$ cat src/rtl/shift_reg_pkg.sv
// rtl/shift_reg_pkg.sv - shared types and constants for the sequential shifter
package shift_reg_pkg;

  typedef enum logic [1:0] {
    IDLE  = 2'd0,
    SHIFT = 2'd1,
    DONE  = 2'd2
  } state_t;

  localparam logic DIR_LEFT  = 1'b0;
  localparam logic DIR_RIGHT = 1'b1;

endpackage

$ cat src/rtl/shift_step.sv
// rtl/shift_step.sv - combinational shift by 0..STEP positions with shifted-out OR
module shift_step
  import shift_reg_pkg::*;
#(
  parameter int WIDTH = 8,
  parameter int STEP  = 1,
  localparam int AW   = $clog2(STEP + 1)
) (
  input  logic [WIDTH-1:0] i_value,
  input  logic [AW-1:0]    i_amount,
  input  logic             i_dir,
  input  logic             i_fill,
  output logic [WIDTH-1:0] o_value,
  output logic             o_lost
);

  localparam logic [WIDTH-1:0] ONES = '1;

  // One arm per legal amount keeps every shift constant after unrolling.
  always_comb begin
    o_value = i_value;
    o_lost  = 1'b0;
    for (int k = 1; k <= STEP; k++) begin
      if (i_amount == AW'(k)) begin
        if (i_dir == DIR_LEFT) begin
          o_value = i_value << k;
          o_lost  = |(i_value >> (WIDTH - k));
        end else begin
          o_value = (i_value >> k) | (i_fill ? ~(ONES >> k) : '0);
          o_lost  = |(i_value & ~(ONES << k));
        end
      end
    end
  end

endmodule

$ cat src/rtl/shift_reg_seq.sv
// rtl/shift_reg_seq.sv - handshaked iterative shifter, up to STEP positions per clock
module shift_reg_seq
  import shift_reg_pkg::*;
#(
  parameter int WIDTH   = 8,
  parameter int SHAMT_W = 4,
  parameter int STEP    = 1
) (
  input  logic               clk,
  input  logic               rst_n,
  input  logic               in_valid,
  output logic               in_ready,
  input  logic [WIDTH-1:0]   data_in,
  input  logic [SHAMT_W-1:0] shift_amt,
  input  logic               dir,
  input  logic               arith,
  output logic               out_valid,
  input  logic               out_ready,
  output logic [WIDTH-1:0]   data_out,
  output logic               ovf,
  output logic               busy
);

  localparam int AW = $clog2(STEP + 1);

  state_t             r_state;
  state_t             w_next;
  logic [SHAMT_W-1:0] r_rem;
  logic [WIDTH-1:0]   r_data;
  logic               r_ovf;
  logic               r_dir;
  logic               r_arith;

  logic               w_accept;
  logic [SHAMT_W-1:0] w_rem_init;
  logic [AW-1:0]      w_step_amt;
  logic [SHAMT_W-1:0] w_rem_next;
  logic               w_fill;
  logic [WIDTH-1:0]   w_shifted;
  logic               w_lost;

  assign w_accept   = in_valid & in_ready;
  assign w_rem_init = (shift_amt > SHAMT_W'(WIDTH)) ? SHAMT_W'(WIDTH) : shift_amt;
  assign w_step_amt = (r_rem > SHAMT_W'(STEP)) ? AW'(STEP) : r_rem[AW-1:0];
  assign w_rem_next = r_rem - SHAMT_W'(w_step_amt);
  // The sign bit never changes under an arithmetic right shift, so the
  // working register's MSB is the captured MSB throughout.
  assign w_fill     = r_arith & (r_dir == DIR_RIGHT) & r_data[WIDTH-1];

  shift_step #(
    .WIDTH (WIDTH),
    .STEP  (STEP)
  ) u_step (
    .i_value  (r_data),
    .i_amount (w_step_amt),
    .i_dir    (r_dir),
    .i_fill   (w_fill),
    .o_value  (w_shifted),
    .o_lost   (w_lost)
  );

  always_ff @(posedge clk or negedge rst_n) begin
    if (!rst_n) begin
      r_state <= IDLE;
    end else begin
      r_state <= w_next;
    end
  end

  always_comb begin
    w_next = r_state;
    case (r_state)
      IDLE:    if (w_accept) w_next = (w_rem_init == '0) ? DONE : SHIFT;
      SHIFT:   if (w_rem_next == '0) w_next = DONE;
      DONE:    if (out_ready) w_next = IDLE;
      default: w_next = IDLE;
    endcase
  end

  always_comb begin
    in_ready  = (r_state == IDLE);
    out_valid = (r_state == DONE);
    busy      = (r_state != IDLE);
  end

  always_ff @(posedge clk or negedge rst_n) begin
    if (!rst_n) begin
      r_data  <= '0;
      r_ovf   <= 1'b0;
      r_rem   <= '0;
      r_dir   <= DIR_LEFT;
      r_arith <= 1'b0;
    end else begin
      case (r_state)
        IDLE: begin
          if (w_accept) begin
            r_data  <= data_in;
            r_dir   <= dir;
            r_arith <= arith;
            r_rem   <= w_rem_init;
            r_ovf   <= 1'b0;
          end
        end
        SHIFT: begin
          r_data <= w_shifted;
          r_ovf  <= r_ovf | w_lost;
          r_rem  <= w_rem_next;
        end
        default: ;
      endcase
    end
  end

  assign data_out = r_data;
  assign ovf      = r_ovf;

endmodule

$ cat config.mk
export PLATFORM = sky130hd
export DESIGN_NAME = shift_reg_seq
export DESIGN_NICKNAME = d
export VERILOG_FILES = /design/src/rtl/shift_reg_pkg.sv /design/src/rtl/shift_step.sv /design/src/rtl/shift_reg_seq.sv
export SDC_FILE = /design/constraint.sdc
export NUM_CORES = 1
export LEC_CHECK = 0
export ABC_AREA = 1
export BUFFER_PORTS_ARGS = -buffer_cell sky130_fd_sc_hd__buf_4
export CAP_MARGIN = 15
export CORE_MARGIN = 10
export CORE_UTILIZATION = 54
export DETAILED_ROUTE_END_ITERATION = 10
export PLACE_DENSITY = 0.93
export SLEW_MARGIN = 10
export SYNTH_ARGS = -nofsm -noshare
export SYNTH_HDL_FRONTEND = slang
export SYNTH_SLANG_ARGS = --single-unit
$ cat constraint.sdc
create_clock -name clk -period 2.9 [get_ports clk]
set_input_delay 0.29 -clock clk [delete_from_list [all_inputs] [get_ports clk]]
set_output_delay 0.29 -clock clk [all_outputs]
set_load 0.02 [all_outputs]
==> flow_summary.ini <==
[routing]
detail-route-antenna-nets = 0
drt_wl_total_um = 2690
dr.first_iter.drc_count = 53
drc = 0
avgRoutedWirePerCell_um = 13.7
vias = 1038
post_drt_via_cell_ratio = 5.30
firstDrtPassIters = 4

[worst_setup_path]
worst-path-max-fanout = 4
worst-endpoint-arrival_ns = 1.86
worst_r2r_startpoint = r_rem[2]
worst-r2r-cell-count = 8
reg2reg_to = r_state[1]
worst-r2r-setup-slack_ns = 1.24
timing.critical_path.to_type = flop
worst-endpoint-required_ns = 3.09
critPathKind = flop to flop
worst_setup_sp_type = flop

[timing]
setup_repair_after_global_routing_missed_its_margin = false
post-route-worst-setup-slack_ns = 1.24
timing.fmax_ghz = 0.601
maxSlewHeadroom = 0.678
hold_violations = 0
finalCritPeriodShare = 0.574
setup-tns-final_ns = 0
final_worst_clock_skew_ns = 0.00781
timing.final.max_slew_violations = 0
transition_time_at_the_pin_with_the_least_slew_margin_ns = 0.482
period_needed_ns = 1.66
finalSetupViolations = 0

[floorplan]
initial_standard_cell_utilization_of_the_core = 0.590
floorplan.core_area_um2 = 1800
chipHeight_um = 64.4
die_width_um = 64.4
floorplan.die_area_um2 = 4140
rows = 15
floorplan.io_pins = 30

[yosys]
synth.area.mux_share = 0.0106
postSynthAreaPerCell_um2 = 7.54
synth_top_family_by_area = simple AND/OR/NAND/NOR gates
most_numerous_cell_in_the_yosys_netlist = nand2_1
post_synth_most_frequent_cells = nand2_1 (35), dfrtp_1 (17), inv_1 (16), nor2_1 (16), nand3_1 (8)
yosys.cell_types.count = 25
syn_warnings = 0
postSynthCellCount = 141
synth_xor_area_frac = 0.00824
synth_compound_gate_area_share = 0.212
ys_dominant_reg_cell = dfrtp_1
synth_nets = 160
synth-seq-area-share = 0.400
synth-async-reset-ratio = 1.00
mappedNetlistArea_um2 = 1060
synth_fa_ha_area_frac = 0.0118
synth_edf_count = 0
synthTopCellsByArea = dfrtp_1 (40%), nand2_1 (12%), o21ai_2 (5.8%)
postSynthRegisterBits = 17
synth_top_cell_area_share = 0.400
yosys.area_share.simple = 0.265
synth_largest_area_cell = dfrtp_1

[min_path]
worst_hold_path.endpoint = r_arith
number_of_cells_on_the_worst_hold_path = 2
min-delay-path-class = input port to flop
hold_path.startpoint = arith

[flow_run]
max_cap_violations = 0

[pwr]
leakage_component_of_the_power_uw = 0.000660
power.ir.vdd_worst_mv = 0.809
power_density_nw_per_um2 = 1260

[layout]
areaGrowthSynthToFinish_pct = 23.9
insertedDiodeCount = 0
drive_above_1_share = 0.287
final_cell_count_without_fillers = 196
nNetsFinal = 191
non_filler_cell_area_final_um2 = 1320

[placement]
post_dp_cell_area_um2 = 1280
post-dp-hpwl_um = 2130
worst_setup_slack_post_dpl_ns = 1.28
gp_routability_congestion = 0.882
place_inst = 191
placement.io_buffers = 29

[clocking]
cts.sink_count = 17
clkTransAtPathRegs_ns = 0.10
cts-root-to-sink-buffers = 2
cts_tree = built
insertion_delay_ns = 0.29
htree_num_levels = 1
number_of_buffers_inserted_during_clock_tree_synthesis = 3
clk_root_buffer_cell = clkbuf_4
post_cts_resize_count = 0

[run_status]
run_status = finished, final reports clean

[global_routing]
grtUsageTotal = 0.134
grt_max_degree = 18
overflow = 0
grt_antenna_before_repair = 0
grt_pass1_vias = 1104
grt_pass1_wl_um = 4630
## worst max path at each step
stage,start,end,slack (ns),cells after the start
after global placement,r_rem[2],r_state[1],1.43,8
final,r_rem[2],r_state[1],1.24,8
after floorplan,r_rem[2],r_state[1],1.47,8
after global routing,r_rem[2],r_state[1],1.15,8
after CTS,r_rem[2],r_state[1],1.27,8
after detailed placement,r_rem[2],r_state[1],1.28,8
## cell families after synthesis
logic type / after synthesis
buf+inv: 22
compound gates: 33
fa+ha+maj: 1
mux: 1
simple gates: 66
flops: 17
xor+xnor: 1
## layout make-up
cell class | count | area, um^2
tap | 25 | 31.3
sequential | 17 | 425
fill | 151 | 484
multi-input combinational | 102 | 539
timing repair buffer | 30 | 228
inverter | 18 | 67.6
clock buffer | 4 | 26.3
## per-stage QoR
step / utilization / hold slack (ns) / power (uW)
floorplan: - / -0.00559 / 1270
detailed placement: 0.711 / 0.164 / 1530
CTS: 0.731 / 0.228 / 1660
finish: 0.731 / 0.228 / 1660
global route: 0.731 / 0.220 / 1820
global placement: 0.711 / 0.164 / 1480
## layout by cell type (no fill, tap or decap)
master	n
o211ai_1	5
o21a_1	1
clkinv_1	1
inv_2	1
dfrtp_1	17
dlygate4sd3_1	1
xnor2_1	1
mux2_2	1
clkbuf_4	3
nand3_1	8
ha_1	1
o21ai_1	6
nand3b_1	1
clkbuf_1	1
o31ai_2	1
inv_1	16
nor2_4	1
o21ai_4	1
o21ai_0	5
nor2_1	16
nand2_1	35
nor2_2	2
o21ai_2	7
a21oi_1	7
nand2_2	3
buf_4	29
## flip-flops by register name, summed over array words and instances (netlist names)
signal    flops
data_out      8
r_arith       1
r_state       2
r_dir         1
ovf           1
r_rem         4
## layer usage
layer  up-vias  part of all wire  global-route usage
li1        521                 -                   -
met1       470              0.41               0.139
met2        39              0.51               0.230
met3         8             0.069              0.0540
met4         0             0.016              0.0615
met5         -                 0                   0
## where the power goes
group / total, uW / internal [uW] / switching, uW
registers: 480 / 357 / 123
clock network: 127 / 53.5 / 73.1
logic: 1050 / 407 / 647
total: 1660 / 818 / 844
## critical path, stage by stage, from the launching register on
cell and delay (ns):
dfrtp_1 0.43, nor2_1 0.19, a21oi_1 0.12, ha_1 0.30, nand3b_1 0.20, nand3_1 0.12, nor2_1 0.06, nand3_1 0.09
nand2_1 0.06
## what timing repair did
item | 4_1_cts | 5_1_grt
hold buffers | 1 | 0
buffers inserted | 0 | 0
endpoints found under the hold margin | 17 | 0
(Power assumes the default switching activity.)
